File: src/rtl/sr_latch_monitor_if.sv
// Signal bundle between an SR latch observer and whoever drives / watches it.
// master: drives the sampled latch pins and clr, reads results.
// slave:  the monitor itself.
interface sr_latch_monitor_if #(
  parameter int unsigned CNT_W = 8
);
  logic             clr;
  logic             S;
  logic             R;
  logic             Q;
  logic             notQ;
  logic [1:0]       state;
  logic             err_forbidden;
  logic             err_mismatch;
  logic             err_sticky;
  logic [CNT_W-1:0] set_cnt;
  logic [CNT_W-1:0] rst_cnt;
  logic [CNT_W-1:0] forb_cnt;

  modport master (
    output clr, S, R, Q, notQ,
    input  state, err_forbidden, err_mismatch, err_sticky, set_cnt, rst_cnt, forb_cnt
  );

  modport slave (
    input  clr, S, R, Q, notQ,
    output state, err_forbidden, err_mismatch, err_sticky, set_cnt, rst_cnt, forb_cnt
  );
endinterface

File: src/rtl/sr_latch_monitor.sv
// Clocked observer for a cross-coupled NAND SR latch. Synchronises the latch
// pins, models the expected latch state, flags forbidden inputs and output
// mismatches once the inputs have been stable long enough, and counts events.
module sr_latch_monitor #(
  parameter int unsigned SETTLE_CYCLES = 4,
  parameter int unsigned CNT_W         = 8
) (
  input logic               clk,
  input logic               rst_n,
  sr_latch_monitor_if.slave bus
);

  typedef enum logic [1:0] {
    StUnknown   = 2'd0,
    StSet       = 2'd1,
    StReset     = 2'd2,
    StForbidden = 2'd3
  } state_e;

  localparam logic [7:0]       SettleInit = 8'(SETTLE_CYCLES);
  localparam logic [CNT_W-1:0] CntMax     = '1;

  // Saturating event counter; clear beats increment.
  function automatic logic [CNT_W-1:0] cnt_next(input logic [CNT_W-1:0] cnt,
                                                input logic inc, input logic clr);
    if (clr) begin
      return '0;
    end else if (inc && (cnt != CntMax)) begin
      return cnt + CNT_W'(1);
    end
    return cnt;
  endfunction

  logic [1:0] rst_sync_q;
  logic       rst_int_n;

  // Reset asserts immediately, releases two clocks after rst_n rises.
  always_ff @(posedge clk or negedge rst_n) begin
    if (!rst_n) rst_sync_q <= 2'b00;
    else        rst_sync_q <= {rst_sync_q[0], 1'b1};
  end

  assign rst_int_n = rst_sync_q[1];

  // Bit order within the synchroniser: {S, R, Q, notQ}.
  logic [3:0] meta_q, sync_q;
  logic       s_sync, r_sync, q_sync, nq_sync;
  logic [1:0] pair, pair_q;
  logic       pair_change;

  // Two-flop synchroniser; idle latch pins are high.
  always_ff @(posedge clk or negedge rst_int_n) begin
    if (!rst_int_n) begin
      meta_q <= '1;
      sync_q <= '1;
      pair_q <= 2'b11;
    end else begin
      meta_q <= {bus.S, bus.R, bus.Q, bus.notQ};
      sync_q <= meta_q;
      pair_q <= sync_q[3:2];
    end
  end

  assign s_sync      = sync_q[3];
  assign r_sync      = sync_q[2];
  assign q_sync      = sync_q[1];
  assign nq_sync     = sync_q[0];
  assign pair        = {s_sync, r_sync};
  assign pair_change = (pair != pair_q);

  state_e           state_q, state_d;
  logic [7:0]       settle_q, settle_d;
  logic             armed_q, armed_d;
  logic             check_bad;
  logic             set_entry, rst_entry, forb_entry;
  logic             mismatch_d;
  logic             err_forbidden_q, err_mismatch_q, err_sticky_q, err_sticky_d;
  logic [CNT_W-1:0] set_cnt_q, rst_cnt_q, forb_cnt_q;

  // Model next state from the synchronised input pair.
  always_comb begin
    state_d = state_q;
    unique case (pair)
      2'b01: state_d = StSet;
      2'b10: state_d = StReset;
      2'b00: state_d = StForbidden;
      2'b11: state_d = (state_q == StForbidden) ? StUnknown : state_q;
    endcase
  end

  // Entry detection, settle countdown and the settled output check.
  always_comb begin
    set_entry  = (state_d != state_q) && (state_d == StSet);
    rst_entry  = (state_d != state_q) && (state_d == StReset);
    forb_entry = (state_d != state_q) && (state_d == StForbidden);

    check_bad = 1'b0;
    unique case (state_q)
      StSet:       check_bad = !(q_sync && !nq_sync);
      StReset:     check_bad = !(!q_sync && nq_sync);
      StForbidden: check_bad = !(q_sync && nq_sync);
      StUnknown:   check_bad = (q_sync == nq_sync);
    endcase

    // A pair change in this cycle means the state register is still stale,
    // so the check is withheld as if the settle counter were already loaded.
    mismatch_d = armed_q && (settle_q == 8'd0) && !pair_change && check_bad;

    settle_d = settle_q;
    if (pair_change)            settle_d = SettleInit;
    else if (settle_q != 8'd0)  settle_d = settle_q - 8'd1;

    armed_d = armed_q;
    if (pair_change)     armed_d = 1'b1;
    else if (mismatch_d) armed_d = 1'b0;

    // A pulse coinciding with clr still leaves the sticky flag set.
    err_sticky_d = (err_sticky_q && !bus.clr) || forb_entry || mismatch_d;
  end

  // State, settle and error registers.
  always_ff @(posedge clk or negedge rst_int_n) begin
    if (!rst_int_n) begin
      state_q         <= StUnknown;
      settle_q        <= SettleInit;
      armed_q         <= 1'b1;
      err_forbidden_q <= 1'b0;
      err_mismatch_q  <= 1'b0;
      err_sticky_q    <= 1'b0;
    end else begin
      state_q         <= state_d;
      settle_q        <= settle_d;
      armed_q         <= armed_d;
      err_forbidden_q <= forb_entry;
      err_mismatch_q  <= mismatch_d;
      err_sticky_q    <= err_sticky_d;
    end
  end

  // Event counters.
  always_ff @(posedge clk or negedge rst_int_n) begin
    if (!rst_int_n) begin
      set_cnt_q  <= '0;
      rst_cnt_q  <= '0;
      forb_cnt_q <= '0;
    end else begin
      set_cnt_q  <= cnt_next(set_cnt_q, set_entry, bus.clr);
      rst_cnt_q  <= cnt_next(rst_cnt_q, rst_entry, bus.clr);
      forb_cnt_q <= cnt_next(forb_cnt_q, forb_entry, bus.clr);
    end
  end

  assign bus.state         = state_q;
  assign bus.err_forbidden = err_forbidden_q;
  assign bus.err_mismatch  = err_mismatch_q;
  assign bus.err_sticky    = err_sticky_q;
  assign bus.set_cnt       = set_cnt_q;
  assign bus.rst_cnt       = rst_cnt_q;
  assign bus.forb_cnt      = forb_cnt_q;

endmodule
File: src/flat_wrapper.sv
// flat-port wrapper written by rule: the top's interface ports become plain ports
module sr_latch_monitor_flat 
#(
  parameter int unsigned SETTLE_CYCLES = 4,
  parameter int unsigned CNT_W         = 8
)
  (clk, rst_n, bus_clr, bus_S, bus_R, bus_Q, bus_notQ, bus_state, bus_err_forbidden, bus_err_mismatch, bus_err_sticky, bus_set_cnt, bus_rst_cnt, bus_forb_cnt);
  sr_latch_monitor_if #(.CNT_W(CNT_W)) bus_i ();
  input logic clk;
  input logic rst_n;
  input wire logic [$bits(bus_i.clr)-1:0] bus_clr;
  input wire logic [$bits(bus_i.S)-1:0] bus_S;
  input wire logic [$bits(bus_i.R)-1:0] bus_R;
  input wire logic [$bits(bus_i.Q)-1:0] bus_Q;
  input wire logic [$bits(bus_i.notQ)-1:0] bus_notQ;
  output wire logic [$bits(bus_i.state)-1:0] bus_state;
  output wire logic [$bits(bus_i.err_forbidden)-1:0] bus_err_forbidden;
  output wire logic [$bits(bus_i.err_mismatch)-1:0] bus_err_mismatch;
  output wire logic [$bits(bus_i.err_sticky)-1:0] bus_err_sticky;
  output wire logic [$bits(bus_i.set_cnt)-1:0] bus_set_cnt;
  output wire logic [$bits(bus_i.rst_cnt)-1:0] bus_rst_cnt;
  output wire logic [$bits(bus_i.forb_cnt)-1:0] bus_forb_cnt;
  assign bus_i.clr = bus_clr;
  assign bus_i.S = bus_S;
  assign bus_i.R = bus_R;
  assign bus_i.Q = bus_Q;
  assign bus_i.notQ = bus_notQ;
  assign bus_state = bus_i.state;
  assign bus_err_forbidden = bus_i.err_forbidden;
  assign bus_err_mismatch = bus_i.err_mismatch;
  assign bus_err_sticky = bus_i.err_sticky;
  assign bus_set_cnt = bus_i.set_cnt;
  assign bus_rst_cnt = bus_i.rst_cnt;
  assign bus_forb_cnt = bus_i.forb_cnt;
  sr_latch_monitor #(.SETTLE_CYCLES(SETTLE_CYCLES), .CNT_W(CNT_W)) u_core (.clk(clk), .rst_n(rst_n), .bus(bus_i));
endmodule
File: config.mk
export PLATFORM = sky130hd
export DESIGN_NAME = sr_latch_monitor_flat
export DESIGN_NICKNAME = d
export VERILOG_FILES = /design/src/rtl/sr_latch_monitor_if.sv /design/src/rtl/sr_latch_monitor.sv /design/src/flat_wrapper.sv
export SDC_FILE = /design/constraint.sdc
export NUM_CORES = 1
export LEC_CHECK = 0
export ABC_AREA = 1
export CAP_MARGIN = 40
export CORE_MARGIN = 1.5
export CORE_UTILIZATION = 57
export CTS_BUF_LIST = sky130_fd_sc_hd__clkbuf_4
export CTS_CLUSTER_SIZE = 30
export DETAILED_ROUTE_END_ITERATION = 16
export PLACE_DENSITY = 0.82
export RECOVER_POWER = 100
export SLEW_MARGIN = 10
export SYNTH_ARGS = -nofsm -noshare
export SYNTH_HDL_FRONTEND = slang
export SYNTH_SLANG_ARGS = --single-unit
File: constraint.sdc
create_clock -name clk -period 2.3 [get_ports clk]
set_clock_uncertainty 0.2 [all_clocks]
set_input_delay 0.345 -clock clk [delete_from_list [all_inputs] [get_ports clk]]
set_output_delay 0.345 -clock clk [all_outputs]
set_load 0.005 [all_outputs]
==> qor.csv, run 1 <==
metric,value,unit
Main synth FF type,dfrtp_1,
Worst-Skew Late Latency,0.37,ns
Core ar.,4440,um^2
CTS HTree Levels,2,
Hold Fails Final Rpt,0,
Post-route DRC,0,
final antenna-violating net count,0,
Crit. End Element,output pin,
final WL,5050,um
maximum clock insertion buffer count,2,
CP max FO,8,
Total GRT Usage,21.9,%
Worst EP required,1.75,ns
first-pass GRT wire length,8850,um
final critical-path required period,2.06,ns
WP depth,1,
dpl cells,417,
final RePlAce weighted congestion,0.849,
crit path cell chain,dlygate4sd3_1,
pwr dens,513,nW/um^2
Post-Syn Area,2670,um^2
routed length per placed instance,11.9,um
worst slew pin tran,1.18,ns
Peak VDD IR,0.000379,V
"commonest non-fill, non-tap cell in the layout",nand2_1,
status,"finished, final reports clean",
Site Rows,24,
Port Buffer Count,35,
DR iter-0 viols,106,
nets,388,
worst hold path depth,0,
Post-DP Area,3090,um^2
TritonCTS buffer count,5,
via/cell ratio,5.12,
"slowest stage delay, CP",0.62,ns
GRT Residual Overflow,0,
Worst Setup Path Type,reg2out,
Max Cap Violations,0,
Post-synth EDFFs,0,
CTS tree,yes,
Root Buffer,clkbuf_4,
worst-path cell with the longest stage delay,dlygate4sd3_1,
final setup fails,0,
fraction of layout cells with a size suffix above 1,9.09,%
DR vias,2179,
leakage power,1.63,nW
register area share after synthesis,47.4,%
Mapped Nets,346,
RSZ-0062 raised after global routing,false,
Netlist cell types,32,
Die X,71.5,um
Detail Placement HPWL,3720,um
"Arr. time, crit path",1.52,ns
FMAX,485,MHz
CP bufs+invs,1,
Final Non-Filler Cells,426,
Slew HR,21.4,%
fin area,3110,um^2
fin. max-slew vios,0,
Post-CTS Setup Bufs,0,
Syn Inst Count,331,
ANT cells,0,
Crit path max-delay family,buffers and inverters,
Avg Inst Size Synth,8.08,um^2
#FFs+latches synth,50,
"commonest cells after routing, fill and taps aside","nand2_1, nand3_1, inv_1",
"Reg clk slew, reported paths",0.15,ns
final setup TNS,0,ns
CP Launch Type,register,
Hold Path Class,reg2reg,
"Area growth, synth to finish",16.4,%
First-pass DRT Iterations,6,
largest net degree at the start of global routing,34,
IO Pins,36,
initial core utilization,60.2,%
Syn. warnings,0,
initial antenna violation count,0,
ys async rst share,100,%
period utilization,89.7,%
Reg2Reg Depth,9,
DIE HEIGHT,71.5,um
number of global-route vias before repair,2006,
total die area,5110,um^2
clock sinks,50,
metrics by stage:
stage | worst slack (ns) | utilization [%] | power, mW | hold slack, ns
after floorplan | 0.626 | - | 1.16 | -0.151
after global placement | 0.495 | 69.6 | 1.23 | 0.114
after detailed placement | 0.392 | 69.6 | 1.24 | 0.126
after CTS | 0.271 | 71.0 | 1.64 | 0.133
after global routing | 0.135 | 70.0 | 1.68 | 0.175
final | 0.236 | 70.0 | 1.60 | 0.165
per-layer routing:
layer  vias to the layer above  track usage (%)  part of all wire [%]
li1                       1130                -                     -
met1                      1007             29.2                    47
met2                        34             35.8                    48
met3                         8             4.22                   3.2
met4                         0             8.39                   1.6
met5                         -                0                     0
worst paths after layout:
| path | from | to | slack (ns) |
|---|---|---|---|
| setup / recovery | u_core.bus.state[0] | bus_state[0] | 0.24 |
| hold / removal | u_core.meta_q[0] | u_core.sync_q[0] | 0.17 |
| setup reg to reg | u_core.bus.forb_cnt[0] | u_core.bus.forb_cnt[3] | 0.37 |
| hold reg to reg | u_core.meta_q[0] | u_core.sync_q[0] | 0.17 |
| max in group asynchronous | u_core.rst_sync_q[1] | u_core.pair_q[1] | 0.55 |
| min in group asynchronous | u_core.rst_sync_q[1] | u_core.settle_q[6] | 0.30 |
Yosys cell counts (4+ instances only):
master	number	area share [%]
a21oi_1	4	0.75
dfrtp_1	38	36
dfstp_2	12	12
ha_1	8	3.7
inv_1	40	5.6
inv_2	7	0.98
nand2_1	76	11
nand2_2	8	1.9
nand3_1	58	11
nor2_1	30	4.2
o21ai_0	9	1.7
xor2_1	9	2.9
power breakdown:
group | switching [mW] | internal, mW
Combinational | 0.141 | 0.0892
Sequential | 0.0425 | 0.928
Clock | 0.281 | 0.114
Total | 0.465 | 1.13
flip-flops by register name, summed over array words and instances, names as in the netlist:
signal and flops:
u_core.bus.rst_cnt 8, u_core.bus.state 2, u_core.bus.forb_cnt 8, u_core.bus.err_mismatch 1, u_core.rst_sync_q 2, u_core.bus.set_cnt 8
u_core.meta_q 4, u_core.bus.err_sticky 1, u_core.pair_q 2, u_core.settle_q 8, u_core.sync_q 4, u_core.bus.err_forbidden 1
u_core.armed_q 1
area by class of cell:
cell class	count	area, um^2
clock buffer	5	37.5
clock inverter	3	16.3
fill	369	1330
inverter	48	181
multi-input combinational	229	1170
sequential	50	1270
tap	52	65.1
timing repair buffer	39	375
kinds of logic after synthesis:
| family | after synthesis | share of synthesized area, % |
|---|---|---|
| compound gates | 21 | 4.59 |
| xor+xnor | 10 | 3.28 |
| fa+ha+maj | 8 | 3.74 |
| buf+inv | 52 | 7.58 |
| other cells | 1 | 0.140 |
| flops | 50 | 47.4 |
| simple gates | 189 | 33.3 |
repair_timing:
item,CTS,global route
endpoints found under the hold margin,2,0
resized for setup,0,0
hold buffers,1,0
setup endpoints to repair,0,0
(Power assumes the default switching activity.)
==> inputs of run 2 (changes only) <==
==> constraint.sdc (replaced) <==
create_clock -name clk -period 2.3 [get_ports clk]
set_clock_uncertainty 0.2 [all_clocks]
set_input_delay 0.46 -clock clk [delete_from_list [all_inputs] [get_ports clk]]
set_output_delay 0.46 -clock clk [all_outputs]
set_load 0.005 [all_outputs]
==> run 2 against run 1 <==
Sequential power about the same. Clock power up 6.8%. Worst hold slack better by 0.00079 ns. First-iteration DRC count up 38%. Combinational power about the same. Cell count unchanged. Critical path depth unchanged. Design area down 0.32%. Non-clock buffer count unchanged. Sequential cell count unchanged. Critical path type unchanged. Largest cell class unchanged.
==> qor.csv, run 2 (synthesis gave the netlist of run 1 again) <==
metric,value,unit
"Reg clk slew, reported paths",0.16,ns
Detail Placement HPWL,3720,um
total die area,5110,um^2
Setup crit end,bus_rst_cnt[3],
"Arr. time, crit path",1.50,ns
GRT Residual Overflow,0,
fraction of layout cells with a size suffix above 1,9.63,%
final setup fails,0,
worst-path cell with the longest stage delay,dlygate4sd3_1,
DIE HEIGHT,71.5,um
Worst EP required,1.64,ns
TritonCTS buffer count,5,
nets,388,
Root Buffer,clkbuf_4,
"slowest stage delay, CP",0.62,ns
worst flop-to-flop path endpoint,u_core.armed_q,
Post-CTS Setup Bufs,0,
crit path cell chain,dlygate4sd3_1,
Total GRT Usage,22.1,%
final setup TNS,0,ns
initial antenna violation count,0,
Comb pwr share,14.2,%
final hold slack,0.166,ns
Peak VDD IR,0.000320,V
Worst-Skew Late Latency,0.39,ns
FMAX,463,MHz
final critical-path required period,2.16,ns
Final Non-Filler Cells,426,
DR vias,2210,
"Area growth, synth to finish",16.0,%
Clk pwr share,26.0,%
final antenna-violating net count,0,
sequential share of power,59.8,%
RSZ-0062 raised after global routing,false,
maximum clock insertion buffer count,2,
WP depth,1,
First-pass DRT Iterations,6,
Slew HR,21.5,%
"worst slack, placed",0.281,ns
Sw Pwr,474,uW
CP bufs+invs,1,
Core ar.,4440,um^2
CP Launch Type,register,
Reg2Reg Launch Point,u_core.sync_q[3],
Port Buffer Count,35,
P_int,1.15,mW
"commonest non-fill, non-tap cell in the layout",nand2_1,
clock sinks,50,
via/cell ratio,5.19,
Die X,71.5,um
Crit path max-delay family,buffers and inverters,
first-pass GRT wire length,8890,um
pwr dens,523,nW/um^2
Site Rows,24,
status,"finished, final reports clean",
leakage power,1.64,nW
fin. max-slew vios,0,
worst slew pin tran,1.18,ns
Post-route DRC,0,
IO Pins,36,
period utilization,93.9,%
Hold Fails Final Rpt,0,
Tot Pwr,1.62,mW
routed length per placed instance,12.1,um
"commonest cells after routing, fill and taps aside","nand2_1, nand3_1, inv_1",
CTS tree,yes,
Hold Path Class,reg2reg,
dpl cells,417,
Reg2Reg Depth,7,
final RePlAce weighted congestion,0.849,
final WL,5170,um
ANT cells,0,
largest net degree at the start of global routing,34,
CTS HTree Levels,2,
initial core utilization,60.2,%
Crit. End Element,output pin,
Sw Ratio,29.2,%
Worst Setup Path Type,reg2out,
Worst Slack Setup Final,0.140,ns
CP max FO,6,
number of global-route vias before repair,2069,
Worst Setup SP,u_core.bus.rst_cnt[3],
Max Cap Violations,0,
DR iter-0 viols,146,
worst reg-to-reg setup slack,0.20,ns
## run 2: cell types whose count changed in the layout (fill, tap and decap cells not counted), moves of 2 or more
| cell | previous run | this run |
|---|---|---|
| inv_2 | 2 | 4 |
| nor2_1 | 30 | 33 |
| nand2_1 | 82 | 80 |
| clkinv_1 | 2 | 0 |
## run 2: stage by stage
step                      util, %  instance area (um^2)
after floorplan                 -                  2670
after global placement       69.6                  3090
after detailed placement     69.6                  3090
after CTS                    70.9                  3150
after global routing         69.8                  3100
final                        69.8                  3100
## run 2: metal layers
layer | vias to the layer above | track usage, % | wire, um
met4 | 0 | 8.60 | 72
met2 | 37 | 37.2 | 2520
met5 | - | 0 | 0
met3 | 7 | 4.22 | 160
met1 | 1033 | 28.4 | 2420
li1 | 1133 | - | -
## run 2: worst min-delay path by stage
stage                          from                  endpoint  slack [ns]  cells after the start
5_1_grt            u_core.meta_q[1]          u_core.sync_q[1]        0.18                      0
3_3_place_gp   u_core.rst_sync_q[1]  u_core.bus.err_forbidden        0.11                      0
2_1_floorplan                 rst_n      u_core.rst_sync_q[0]       -0.04                      0
4_1_cts                       rst_n      u_core.rst_sync_q[1]       0.006                      1
6_report           u_core.meta_q[0]          u_core.sync_q[0]        0.17                      0
3_5_place_dp   u_core.rst_sync_q[1]    u_core.bus.forb_cnt[5]        0.12                      0
## run 2: timing repair
item                                   CTS  global route
endpoints found under the hold margin    0             2
hold buffers                             0             1
gates resized for setup                  0             0
## run 2: cell type report
type / count / area (um^2)
multi-input combinational: 229 / 1150
clock buffer: 6 / 45.0
inverter: 48 / 181
clock inverter: 2 / 15.0
timing repair buffer: 39 / 375
tap: 52 / 65.1
fill: 382 / 1340
sequential: 50 / 1270
## run 2: power by group through the flow
stage,Combinational [mW],Clock [mW],Sequential [mW]
finish,0.230,0.422,0.971
global route,0.260,0.466,0.980
CTS,0.249,0.436,0.975
detailed placement,0.249,0,0.991
global placement,0.241,0,0.988
floorplan,0.171,0,0.985
==> inputs of run 3 (changes only) <==
SKIP_LAST_GASP = 1   (was not set)
clock period = 2.2 ns   (was 2.3 ns; I/O delays follow)
==> run 3 against run 2 <==
The run now ends with DRC left. Sequential share of layout area fell by 0.45 points. Die area is the same. Global-route usage is 0.093 points lower. Routed wire length shrank 1.9%. Worst hold slack improved by 0.0016 ns. Cell count shrank 0.23%. Design area grew 1.2%. Utilization is 0.84 points higher. Critical path depth did not move. Sequential power rose by 4%. Combinational power rose by 9.1%. Non-clock buffer count down 1. Highest routed layer unchanged.
==> qor.csv, run 3 (synthesis gave the netlist of run 1 again) <==
metric,value,unit
status,finished with violations,
failing checks,DRC,
Hold Fails Final Rpt,0,
Post-route DRC,1,
Worst Setup Path Type,reg2out,
post-cts resize count,0,
final setup TNS,0,ns
"commonest non-fill, non-tap cell in the layout",nand2_1,
"Reg clk slew, reported paths",0.15,ns
routed length per placed instance,11.9,um
worst slew pin tran,1.16,ns
largest net degree at the start of global routing,49,
fraction of layout cells with a size suffix above 1,9.92,%
GRT Residual Overflow,0,
Sw Ratio,26.9,%
Clk pwr share,30.3,%
CTS tree,yes,
fin. max-slew vios,0,
Slew HR,22.3,%
Core ar.,4440,um^2
Comb pwr share,13.9,%
Port Buffer Count,35,
ANT cells,0,
Total GRT Usage,22.0,%
CP Launch Type,register,
clock sinks,50,
crit path cell chain,clkdlybuf4s50_1,
"Arr. time, crit path",1.48,ns
Die X,71.5,um
via/cell ratio,5.32,
Site Rows,24,
DR vias,2261,
leakage power,1.63,nW
final setup fails,0,
Root Buffer,clkbuf_4,
Worst EP required,1.56,ns
Tot Pwr,1.80,mW
Crit path max-delay family,buffers and inverters,
IO Pins,36,
P_int,1.32,mW
Post-CTS Setup Bufs,0,
pwr dens,574,nW/um^2
worst-path cell with the longest stage delay,clkdlybuf4s50_1,
DR iter-0 viols,127,
FMAX,471,MHz
Crit. End Element,output pin,
"Area growth, synth to finish",17.4,%
DIE HEIGHT,71.5,um
nets,387,
TritonCTS buffer count,5,
First-pass DRT Iterations,12,
hold buffer count at cts,1,
CTS HTree Levels,2,
final WL,5070,um
Hold Path Class,reg2reg,
period utilization,96.5,%
maximum clock insertion buffer count,2,
final antenna-violating net count,0,
RSZ-0062 raised after global routing,false,
Worst-Skew Late Latency,0.38,ns
Max Cap Violations,0,
fillers,355,
total die area,5110,um^2
Sw Pwr,485,uW
Peak VDD IR,0.000400,V
first-pass GRT wire length,8960,um
final RePlAce weighted congestion,0.852,
initial core utilization,60.2,%
sequential share of power,55.8,%
"slowest stage delay, CP",0.56,ns
initial antenna violation count,0,
number of global-route vias before repair,2076,
final critical-path required period,2.12,ns
CP max FO,8,
"commonest cells after routing, fill and taps aside","nand2_1, nand3_1, inv_1",
CP bufs+invs,1,
Detail Placement HPWL,3610,um
run 3: path summary, 6_finish.rpt:
path | start | endpoint | slack [ns] | depth (start not counted)
max in group asynchronous | u_core.rst_sync_q[1] | u_core.bus.rst_cnt[1] | 0.72 | 1
min in group asynchronous | u_core.rst_sync_q[1] | u_core.settle_q[6] | 0.38 | 1
min | u_core.rst_sync_q[0] | u_core.rst_sync_q[1] | 0.17 | 0
min reg2reg | u_core.rst_sync_q[0] | u_core.rst_sync_q[1] | 0.17 | 0
max reg2reg | u_core.bus.set_cnt[0] | u_core.bus.set_cnt[2] | 0.27 | 6
max | u_core.bus.state[0] | bus_state[0] | 0.08 | 1
run 3: layout make-up:
class                           count  area [um^2]  area share, %
Tap cell                           52         65.1           2.07
Multi-Input combinational cell    229         1170           37.3
Timing Repair Buffer               38          373           11.9
Sequential cell                    50         1270           40.4
Inverter                           48          181           5.78
Clock inverter                      2         37.5           1.20
Clock buffer                        6         45.0           1.43
run 3: power groups by stage:
stage	Combinational [mW]	Sequential (mW)	Clock, mW
2_1_floorplan	0.179	1.03	0
3_3_place_gp	0.261	1.02	0
3_5_place_dp	0.269	1.02	0
4_1_cts	0.271	1.01	0.563
5_1_grt	0.287	1.01	0.602
6_report	0.251	1.01	0.546
run 3: metal layers:
metal | track usage, % | part of all wire, % | vias to the layer above
li1 | - | - | 1134
met1 | 28.4 | 44 | 1055
met2 | 36.7 | 49 | 65
met3 | 3.38 | 4.8 | 7
met4 | 10.1 | 1.8 | 0
met5 | 0 | 0 | -
run 3: metrics by stage:
step                utilization (%)  setup slack (ns)  area, um^2  instances  hold WS (ns)
floorplan                         -             0.526        2670        331       -0.0556
global placement               69.4             0.290        3080        416         0.137
detailed placement             69.4             0.251        3080        416         0.140
CTS                            71.5            0.0652        3180        425         0.167
global route                   70.6            0.0119        3140        425         0.176
finish                         70.6            0.0774        3140        425         0.168
